**src/rtl/rv32i_pkg.sv**
```systemverilog
// Shared constants for the RV32I memory stage: opcodes, load/store size codes, FSM states.
// The misalignment helper is only referenced when RV32I_MISALIGN_TRAP_EN is defined.
package rv32i_pkg;

  localparam logic [6:0] OP_LOAD  = 7'b0000011;
  localparam logic [6:0] OP_STORE = 7'b0100011;

  // funct3 codes; SB/SH/SW share the B/H/W encodings
  localparam logic [2:0] F3_B  = 3'b000;
  localparam logic [2:0] F3_H  = 3'b001;
  localparam logic [2:0] F3_W  = 3'b010;
  localparam logic [2:0] F3_BU = 3'b100;
  localparam logic [2:0] F3_HU = 3'b101;

  typedef enum logic {
    ST_IDLE = 1'b0,
    ST_BUSY = 1'b1
  } mem_state_t;

  function automatic logic misaligned(input logic [1:0] size, input logic [1:0] addr);
    case (size)
      2'b01:   return addr[0];
      2'b10:   return (addr != 2'b00);
      default: return 1'b0;
    endcase
  endfunction

endpackage

```
**src/rtl/rv32i_load_align.sv**
```systemverilog
// Load lane extraction: picks the byte/halfword addressed within the bus word
// and sign- or zero-extends it according to funct3.
module rv32i_load_align
  import rv32i_pkg::*;
(
  input  logic [31:0] i_rdata,
  input  logic [1:0]  i_addr,
  input  logic [2:0]  i_funct3,
  output logic [31:0] o_data
);

  logic [7:0]  w_byte;
  logic [15:0] w_half;

  always_comb begin
    case (i_addr)
      2'd0:    w_byte = i_rdata[7:0];
      2'd1:    w_byte = i_rdata[15:8];
      2'd2:    w_byte = i_rdata[23:16];
      default: w_byte = i_rdata[31:24];
    endcase
    w_half = i_addr[1] ? i_rdata[31:16] : i_rdata[15:0];
    case (i_funct3)
      F3_B:    o_data = {{24{w_byte[7]}}, w_byte};
      F3_H:    o_data = {{16{w_half[15]}}, w_half};
      F3_BU:   o_data = {24'h0, w_byte};
      F3_HU:   o_data = {16'h0, w_half};
      default: o_data = i_rdata;
    endcase
  end

endmodule

```
**src/rtl/rv32i_memtop.sv**
```systemverilog
// RV32I memory-access stage: req/ack data-bus handshake with byte-lane steering,
// upstream stall and decode forwarding. Optional trap on misaligned access: RV32I_MISALIGN_TRAP_EN.
module rv32i_memtop
  import rv32i_pkg::*;
(
  input  logic        clk,
  input  logic        reset,
  input  logic [31:0] alu_in,
  input  logic [31:0] iw_in,
  input  logic [31:0] pc_in,
  input  logic [4:0]  wb_reg_in,
  input  logic        wb_en_in,
  input  logic        w_en_in,
  input  logic [31:0] rs2_data_in,
  output logic [31:0] d_addr,
  output logic [31:0] d_wdata,
  output logic [3:0]  d_be,
  output logic        d_we,
  output logic        d_req,
  input  logic        d_ack,
  input  logic [31:0] d_rdata,
  output logic        stall_out,
  output logic [31:0] alu_out,
  output logic [31:0] iw_out,
  output logic [31:0] pc_out,
  output logic [4:0]  wb_reg_out,
  output logic        wb_en_out,
  output logic        misalign_out,
  output logic        df_mem_enable,
  output logic [4:0]  df_mem_reg,
  output logic [31:0] df_mem_data
);

  mem_state_t  r_state;
  logic [31:0] r_addr, r_wdata, r_iw, r_pc;
  logic [3:0]  r_be;
  logic        r_we, r_wb_en;
  logic [4:0]  r_wb_reg;
  logic [31:0] r_alu_out, r_iw_out, r_pc_out;
  logic [4:0]  r_wb_reg_out;
  logic        r_wb_en_out;

  logic        w_is_load, w_is_store, w_is_mem, w_trap, w_busy, w_r_is_load;
  logic [3:0]  w_be;
  logic [31:0] w_wdata, w_ld_data;

  assign w_is_load   = (iw_in[6:0] == OP_LOAD);
  assign w_is_store  = (iw_in[6:0] == OP_STORE);
  assign w_is_mem    = w_is_load | w_is_store;
  assign w_busy      = (r_state == ST_BUSY);
  assign w_r_is_load = (r_iw[6:0] == OP_LOAD);

`ifdef RV32I_MISALIGN_TRAP_EN
  logic r_misalign;
  assign w_trap       = w_is_mem & misaligned(iw_in[13:12], alu_in[1:0]);
  assign misalign_out = r_misalign;
`else
  assign w_trap       = 1'b0;
  assign misalign_out = 1'b0;
`endif

  // Store lane steering from the incoming address and size
  always_comb begin
    case (iw_in[13:12])
      2'b00: begin
        w_be    = 4'b0001 << alu_in[1:0];
        w_wdata = {4{rs2_data_in[7:0]}};
      end
      2'b01: begin
        w_be    = 4'b0011 << {alu_in[1], 1'b0};
        w_wdata = {2{rs2_data_in[15:0]}};
      end
      default: begin
        w_be    = 4'b1111;
        w_wdata = rs2_data_in;
      end
    endcase
  end

  rv32i_load_align u_load_align (
    .i_rdata  (d_rdata),
    .i_addr   (r_addr[1:0]),
    .i_funct3 (r_iw[14:12]),
    .o_data   (w_ld_data)
  );

  assign d_req     = w_busy;
  assign d_we      = w_busy & r_we;
  assign d_be      = w_busy ? r_be : 4'b0000;
  assign d_addr    = {r_addr[31:2], 2'b00};
  assign d_wdata   = r_wdata;
  assign stall_out = reset & (w_busy ? ~d_ack : (w_is_mem & ~w_trap));

  always_comb begin
    df_mem_enable = 1'b0;
    df_mem_reg    = 5'd0;
    df_mem_data   = 32'd0;
    if (!reset) begin
      df_mem_enable = 1'b0;
    end else if (w_busy) begin
      if (w_r_is_load && d_ack && r_wb_en) begin
        df_mem_enable = 1'b1;
        df_mem_reg    = r_wb_reg;
        df_mem_data   = w_ld_data;
      end
    end else if (!w_is_load) begin
      df_mem_enable = wb_en_in;
      df_mem_reg    = wb_reg_in;
      df_mem_data   = alu_in;
    end
  end

  always_ff @(posedge clk) begin
    if (!reset) begin
      r_state      <= ST_IDLE;
      r_addr       <= 32'd0;
      r_wdata      <= 32'd0;
      r_iw         <= 32'd0;
      r_pc         <= 32'd0;
      r_be         <= 4'd0;
      r_we         <= 1'b0;
      r_wb_reg     <= 5'd0;
      r_wb_en      <= 1'b0;
      r_alu_out    <= 32'd0;
      r_iw_out     <= 32'd0;
      r_pc_out     <= 32'd0;
      r_wb_reg_out <= 5'd0;
      r_wb_en_out  <= 1'b0;
`ifdef RV32I_MISALIGN_TRAP_EN
      r_misalign   <= 1'b0;
`endif
    end else begin
`ifdef RV32I_MISALIGN_TRAP_EN
      r_misalign <= 1'b0;
`endif
      case (r_state)
        ST_IDLE: begin
`ifdef RV32I_MISALIGN_TRAP_EN
          if (w_trap) begin
            r_alu_out    <= alu_in;
            r_iw_out     <= 32'd0;
            r_pc_out     <= pc_in;
            r_wb_reg_out <= wb_reg_in;
            r_wb_en_out  <= 1'b0;
            r_misalign   <= 1'b1;
          end else
`endif
          if (w_is_mem) begin
            r_addr       <= alu_in;
            r_wdata      <= w_wdata;
            r_be         <= w_be;
            r_we         <= w_is_store & w_en_in;
            r_iw         <= iw_in;
            r_pc         <= pc_in;
            r_wb_reg     <= wb_reg_in;
            r_wb_en      <= wb_en_in;
            r_alu_out    <= 32'd0;
            r_iw_out     <= 32'd0;
            r_pc_out     <= 32'd0;
            r_wb_reg_out <= 5'd0;
            r_wb_en_out  <= 1'b0;
            r_state      <= ST_BUSY;
          end else begin
            r_alu_out    <= alu_in;
            r_iw_out     <= iw_in;
            r_pc_out     <= pc_in;
            r_wb_reg_out <= wb_reg_in;
            r_wb_en_out  <= wb_en_in;
          end
        end
        ST_BUSY: begin
          // Output registers keep the bubble until the bus completes
          if (d_ack) begin
            r_alu_out    <= w_r_is_load ? w_ld_data : r_addr;
            r_iw_out     <= r_iw;
            r_pc_out     <= r_pc;
            r_wb_reg_out <= r_wb_reg;
            r_wb_en_out  <= r_wb_en;
            r_state      <= ST_IDLE;
          end
        end
        default: r_state <= ST_IDLE;
      endcase
    end
  end

  assign alu_out    = r_alu_out;
  assign iw_out     = r_iw_out;
  assign pc_out     = r_pc_out;
  assign wb_reg_out = r_wb_reg_out;
  assign wb_en_out  = r_wb_en_out;

endmodule

```
**config.mk**
```make
export PLATFORM = sky130hd
export DESIGN_NAME = rv32i_memtop
export DESIGN_NICKNAME = d
export VERILOG_FILES = /design/src/rtl/rv32i_pkg.sv /design/src/rtl/rv32i_load_align.sv /design/src/rtl/rv32i_memtop.sv
export SDC_FILE = /design/constraint.sdc
export NUM_CORES = 1
export LEC_CHECK = 0
export BUFFER_PORTS_ARGS = -buffer_cell sky130_fd_sc_hd__buf_4
export CAP_MARGIN = 15
export CORE_MARGIN = 5
export CORE_UTILIZATION = 51
export DETAILED_ROUTE_END_ITERATION = 10
export PLACE_DENSITY = 0.84
export SLEW_MARGIN = 20
export SYNTH_ARGS = -nofsm -noshare
export SYNTH_HDL_FRONTEND = slang
export SYNTH_SLANG_ARGS = --single-unit
```
**constraint.sdc**
```tcl
create_clock -name clk -period 2.1 [get_ports clk]
set_input_delay 0.105 -clock clk [delete_from_list [all_inputs] [get_ports clk]]
set_output_delay 0.105 -clock clk [all_outputs]
set_load 0.02 [all_outputs]
```
==> results by group, run 1 <==
Clocking
  – CTS tree: done
  – Inserted Clock Buffers: 26
  – Max clock buf depth: 3
  – Clk sink count: 242
  – CTS root buffer: clkbuf_16
  – Clock-pin transition on the worst setup and hold timing paths: 0.06 ns
  – Later-pin clock latency in the skew report: 0.53 ns
  – H-tree levels: 1

Timing
  – Slew @ Worst Pin: 0.786 ns
  – FMAX: 412 MHz
  – Setup Viol. Count Final: 38
  – Setup ws final: -0.325 ns
  – Final Hold Fails: 0
  – Clock skew: 0.00704 ns
  – Rel. slew slack: 47.6%
  – Final period util: 115%
  – Slew Limit Fails: 0
  – RSZ-0062 raised after global routing: yes
  – Final min period: 2.43 ns

Critical path
  – Crit-path cells: nor4_4 -> nand3_2 -> buf_4 -> a21o_4 -> a311oi_2 -> buf_4
  – Worst-path maximum fanout: 5
  – Kind of critical path: register to primary output
  – CP arrival: 2.32 ns
  – CP max stage cell: nor4_4
  – Critical Path RT: 2.00 ns
  – CP Capture Type: primary output
  – Delay-heaviest family, CP: simple AND/OR/NAND/NOR gates
  – Startpoint Class: register
  – FF-to-FF setup slack: 0.11 ns
  – Most used cell, CP: buf_4
  – Critical Path Max Stage Delay: 0.40 ns
  – CP bufs+invs: 2

Drt
  – DRC Markers: 0
  – Antenna Violating Nets Remaining: 0
  – First-pass iteration count of the detailed router: 8
  – Vias after detailed routing: 13900
  – Initial DRC count: 1633
  – Wire per inst: 22.7 um
  – Final WL: 50.5 mm
  – Via-to-Cell Ratio: 6.27

GRT
  – First-pass GRT wire length: 75.9 mm
  – GRT Total Usage: 35.5%
  – Largest net degree at the start of global routing: 95
  – Total gr overflow: 0
  – Vias in the first global route: 13700
  – Initial antenna violation count: 2

Pwr
  – Maximum vdd drop: 0.565 mV
  – Pint: 8.34 mW
  – Design Power: 11.3 mW
  – Clock power frac: 41.2%
  – Fraction of power spent switching nets: 26.3%
  – NetSw: 2.98 mW
  – Seq pwr share: 42.5%
  – Leakage: 7.14 nW
  – Combinational share of power: 16.3%
  – Pwr/cell area: 634 mW/mm2

Layout
  – Most frequent cells in the layout: buf_4, nand2_1, dfxtp_1, dlygate4sd3_1, a21oi_1
  – Area growth from synthesis to layout: 50.9%
  – Multi-input logic area: 0.00654 mm2
  – Seq. cell area: 0.00486 mm2
  – Fin nets: 2085
  – Fill count: 1335
  – Commonest non-fill, non-tap cell in the layout: buf_4
  – Share of cells above drive strength 1: 30.2%

Yosys
  – Synth area leaders: dfxtp_1, nand2_1, mux2i_1
  – Synth Instances: 1460
  – Syn Area/Cell: 8.10 um2
  – Seq/Total Area, Yosys: 41.0%
  – Cell Area, Synth: 0.0118 mm2
  – Unique masters post-synth: 58
  – #FFs+latches synth: 242
  – Yosys top cell by area: dfxtp_1
  – Synth top area share: 41.0%
  – Synth warn: 0

Floorplanning
  – Core area: 0.0227 mm2
  – Io pins: 382
  – Rows: 55
  – Vert. Die Dim: 162 um
  – Die W: 162 um
  – DIE AREA: 0.0263 mm2
  – Initial Util: 52.1%

Placed design
  – Gpl congestion: 0.936
  – Place WS: 0.0899 ns
  – # port buffers: 378
  – Detailed Place HPWL: 29.3 mm

Status
  – Failing checks: negative setup slack
  – Status: complete, but fails checks

Job
  – MaxCap Viol Count: 0

Hold path
  – Min-Delay Path Class: input port to register
==> per-stage QoR <==
stage	TNS [ns]	hold WS (ns)	utilization, %	instances	cell area, um2
6_report	-8.04	0.0131	78.6	2218	17800
5_1_grt	-11.17	0.0141	78.6	2217	17800
4_1_cts	-5.30	0.00394	77.7	2210	17600
3_5_place_dp	0	0.371	64.1	1989	14600
3_3_place_gp	0	0.362	64.1	1989	14600
2_1_floorplan	0	0.241	-	1462	11800
==> cell families after synthesis <==
family	share of synthesized area, %
and+or+nand+nor	19.7
AOI/OAI and AO/OA	24.1
other	0.0317
buffers and inverters	7.71
muxes	7.52
DFF	41.0
==> cell type report <==
type / instances / area share (%)
Multi-Input combinational cell: 1039 / 36.7
Sequential cell: 242 / 27.2
Clock buffer: 34 / 4.21
Tap cell: 285 / 2.00
Antenna cell: 3 / 0.0421
Clock inverter: 9 / 0.561
Inverter: 6 / 0.140
Timing Repair Buffer: 600 / 29.2
==> power by group through the flow <==
| stage | logic, mW | clock network (mW) | registers [mW] |
|---|---|---|---|
| final | 1.85 | 4.66 | 4.81 |
| after global routing | 1.93 | 4.90 | 4.82 |
| after detailed placement | 1.44 | 0 | 4.90 |
| after CTS | 1.75 | 4.69 | 4.80 |
| after floorplan | 0.563 | 0 | 5.03 |
| after global placement | 1.42 | 0 | 4.90 |
==> synth_stat cells (all sizes together) <==
cell type,number
nor4,3
a21o,1
o221a,2
a221oi,22
o21ai,46
mux2,7
and3b,1
o2111ai,12
nand3,18
nor3,11
nand3b,9
mux2i,81
buf,104
and4,1
a211oi,86
nand4b,1
o31a,1
and4b,6
dfxtp,242
nor3b,17
and3,5
or3,6
a22oi,21
a21oi,143
o41ai,1
nand4,16
and4bb,1
o22ai,9
nand4bb,1
a311oi,26
o2bb2ai,1
clkbuf,72
a31oi,16
nor2b,9
nor2,99
nand2b,5
inv,6
or2,1
and2,9
o211ai,18
a32oi,16
nand2,301
conb,1
a221o,6
==> worst register-to-register path, cell delays in order, from the launching register on <==
cell and delay, ns:
dfxtp_2 0.34, nor4_4 0.40, buf_4 0.18, buf_4 0.27
nand2_2 0.23, a211oi_1 0.31, o22ai_1 0.12
==> per-layer routing <==
layer  vias up  GRT usage [%]  wire length [um]
met5         -              0                 0
li1       6140              -                 -
met4         0           19.5              3070
met2       978           59.0             23700
met3       239           9.31              5520
met1      6546           41.9             18100
==> what timing repair did <==
item	CTS	global route
hold buffers	152	0
setup endpoints to repair	39	69
resized for setup	110	29
endpoints found under the hold margin	234	0
pin swaps	15	14
cloned	3	1
buffers inserted	23	5
==> worst paths after layout <==
| check | startpoint | to | cells past startpoint |
|---|---|---|---|
| min | d_rdata[5] | alu_out[5]$_SDFFE_PN0P_ | 3 |
| max reg2reg | r_iw[6]$_SDFFE_PN0P_ | alu_out[9]$_SDFFE_PN0P_ | 6 |
| min reg2reg | r_iw[10]$_SDFFE_PN0P_ | r_iw[10]$_SDFFE_PN0P_ | 2 |
| max | r_iw[6]$_SDFFE_PN0P_ | df_mem_data[10] | 6 |
Power figures use the tool's default switching activity.
==> run 2, diff against run 1 <==
--- a/config.mk
+++ b/config.mk
@@ -8,10 +8,11 @@
 export BUFFER_PORTS_ARGS = -buffer_cell sky130_fd_sc_hd__buf_4
 export CAP_MARGIN = 15
 export CORE_MARGIN = 5
-export CORE_UTILIZATION = 51
+export CORE_UTILIZATION = 52
 export DETAILED_ROUTE_END_ITERATION = 10
-export PLACE_DENSITY = 0.84
+export PLACE_DENSITY = 0.85
 export SLEW_MARGIN = 20
 export SYNTH_ARGS = -nofsm -noshare
 export SYNTH_HDL_FRONTEND = slang
+export SYNTH_HIERARCHICAL = 1
 export SYNTH_SLANG_ARGS = --single-unit
==> results by group, run 2 <==
Status
  – Status: complete, but fails checks
  – Failing checks: negative setup slack

Critical path
  – Critical R2R Capture: alu_out[9]$_SDFFE_PN0P_
  – FF-to-FF setup slack: 0 ns
  – R2R cell count: 10
  – Kind of critical path: register to primary output
  – Worst-path maximum fanout: 8
  – Startpoint Class: register
  – CP arrival: 2.48 ns
  – R2R Path Start: r_addr[1]$_SDFFE_PN0P_
  – Critical Path RT: 2.00 ns
  – CP Capture Type: primary output

Floorplanning
  – Vert. Die Dim: 163 um
  – Core area: 0.0233 mm2
  – DIE AREA: 0.0267 mm2
  – Die W: 163 um
  – Initial Util: 52.5%
  – Rows: 56
  – Io pins: 382

Drt
  – Vias after detailed routing: 13600
  – Wire per inst: 21.9 um
  – Antenna Violating Nets Remaining: 0
  – Via-to-Cell Ratio: 6.01
  – DRC Markers: 0
  – First-pass iteration count of the detailed router: 6
  – Final WL: 49.4 mm
  – Initial DRC count: 1617

GRT
  – First-pass GRT wire length: 73.4 mm
  – GRT Total Usage: 34.0%
  – Total gr overflow: 0
  – Initial antenna violation count: 2
  – Largest net degree at the start of global routing: 107
  – Vias in the first global route: 13400

Timing
  – Final setup TNS: -11.49 ns
  – FMAX: 387 MHz
  – Slew @ Worst Pin: 0.802 ns
  – Rel. slew slack: 46.5%
  – Final period util: 123%
  – RSZ-0062 raised after global routing: yes
  – Final min period: 2.58 ns
  – Setup Viol. Count Final: 37
  – Slew Limit Fails: 0
  – Hold_ws: 0.0180 ns
  – Clock skew: 0.00745 ns
  – Final Hold Fails: 0
  – Setup ws final: -0.485 ns

Yosys
  – Unique masters post-synth: 46
  – Commonest cells in the netlist: nand2_1, dfxtp_1, a21boi_0, nand3_1, clkbuf_1
  – Yosys top cell by area: dfxtp_1
  – Syn Area/Cell: 8.32 um2
  – Cell Area, Synth: 0.0122 mm2
  – Async SR Flop Fraction: 0%
  – Commonest register cell after synthesis: dfxtp_1
  – Number of synthesized flops with an enable pin: 0
  – Synth warn: 6
  – Seq/Total Area, Yosys: 39.6%
  – Synth top area share: 39.6%
  – Synth area leaders: dfxtp_1, nand2_1, a21boi_0
  – Synth Instances: 1472
  – #FFs+latches synth: 242
  – Most frequent cell after synthesis: nand2_1

Clocking
  – Clock-pin transition on the worst setup and hold timing paths: 0.06 ns
  – Max clock buf depth: 3
  – CTS tree: done
  – CTS root buffer: clkbuf_16
  – Inserted Clock Buffers: 27
  – Later-pin clock latency in the skew report: 0.54 ns
  – H-tree levels: 1
  – Clk sink count: 242

Pwr
  – Maximum vdd drop: 0.587 mV
  – Design Power: 11.6 mW
  – Leakage: 7.86 nW
  – Pwr/cell area: 642 mW/mm2

Layout
  – Fill count: 1496
  – Fin nets: 2085
  – Share of cells above drive strength 1: 31.8%
  – Most frequent cells in the layout: buf_4, nand2_1, dfxtp_1, a21boi_0, dlygate4sd3_1
  – Non-Filler Instances: 2257
  – Commonest non-fill, non-tap cell in the layout: buf_4
  – Area growth from synthesis to layout: 47.0%

Job
  – MaxCap Viol Count: 0

Hold path
  – Hold path start: rs2_data_in[25]
  – Min-Delay Path Class: input port to register
  – Hold path cells: 5
  – Hold Path Sink: d_wdata[25]$_SDFFE_PN0P_

Placed design
  – # port buffers: 378
  – Place WS: -0.0727 ns
  – Placed insts: 2040
  – Gpl congestion: 0.934
  – Detailed Place HPWL: 28.6 mm
run 2: cell count changes after synthesis, sizes merged, moves of 53 or more:
cell	delta
nand3	+58
a211oi	-53
nand2	+54
a21boi	+178
a21oi	-140
nor2	-59
mux2	+58
run 2: cell families (layout without fill, tap and decap cells):
kind of cell           after synthesis  in the layout  synth area share, %
buffers and inverters              175            637                 7.32
DFF                                242            242                 39.6
muxes                              120            120                 10.5
and+or+nand+nor                    557            557                 20.0
other                                1              5               0.0306
AOI/OAI and AO/OA                  377            377                 22.6
run 2: routing by layer:
metal	vias to the layer above	wire (um)	track usage (%)
met1	6447	17700	39.8
met4	0	3420	20.9
li1	5951	-	-
met3	241	4950	7.54
met2	927	23300	56.8
met5	-	0	0
run 2: area by class of cell:
| cell class | instances | area (um2) | area share [%] |
|---|---|---|---|
| Clock inverter | 13 | 134 | 0.744 |
| Inverter | 7 | 26.3 | 0.146 |
| Multi-Input combinational cell | 1057 | 6810 | 37.8 |
| Timing Repair Buffer | 580 | 5000 | 27.8 |
| Antenna cell | 2 | 5.00 | 0.0278 |
| Tap cell | 319 | 399 | 2.22 |
| Clock buffer | 37 | 774 | 4.30 |
| Sequential cell | 242 | 4860 | 27.0 |
run 2: worst max-delay path, cell delays in order (launching register included):
cell and delay, ns:
dfxtp_2 0.33, buf_6 0.12, nor3b_2 0.15, a21o_1 0.18, or3_4 0.44, buf_12 0.17
o21ai_2 0.07, mux2i_1 0.11, nor2_1 0.18, buf_4 0.18
run 2: worst max path at each step:
stage	start	endpoint	slack [ns]	depth (start not counted)
final	r_addr[0]$_SDFFE_PN0P_	df_mem_data[25]	-0.48	9
after global placement	r_addr[0]$_SDFFE_PN0P_	df_mem_data[15]	-0.07	7
after global routing	r_addr[0]$_SDFFE_PN0P_	df_mem_data[25]	-0.56	9
after floorplan	r_iw[13]$_SDFFE_PN0P_	df_mem_data[30]	0.13	8
after detailed placement	r_addr[0]$_SDFFE_PN0P_	df_mem_data[15]	-0.07	7
after CTS	r_addr[1]$_SDFFE_PN0P_	df_mem_data[31]	-0.42	8
run 2: per-stage QoR:
step	util (%)	area, um2
floorplan	-	12300
global placement	64.3	15000
detailed placement	64.3	15000
CTS	75.8	17700
global route	77.2	18000
finish	77.2	18000
run 2: where the power goes:
part | switching (mW) | internal [mW]
registers | 0.0864 | 4.72
logic | 0.957 | 0.934
clock network | 2.02 | 2.84
total | 3.06 | 8.50
run 2: repair_timing:
action	CTS	global route
pin swaps	25	23
gates cloned	4	1
setup buffers	13	13
endpoints found under the hold margin	231	0
setup endpoints to repair	37	43
resized for setup	77	44
hold buffers	134	0
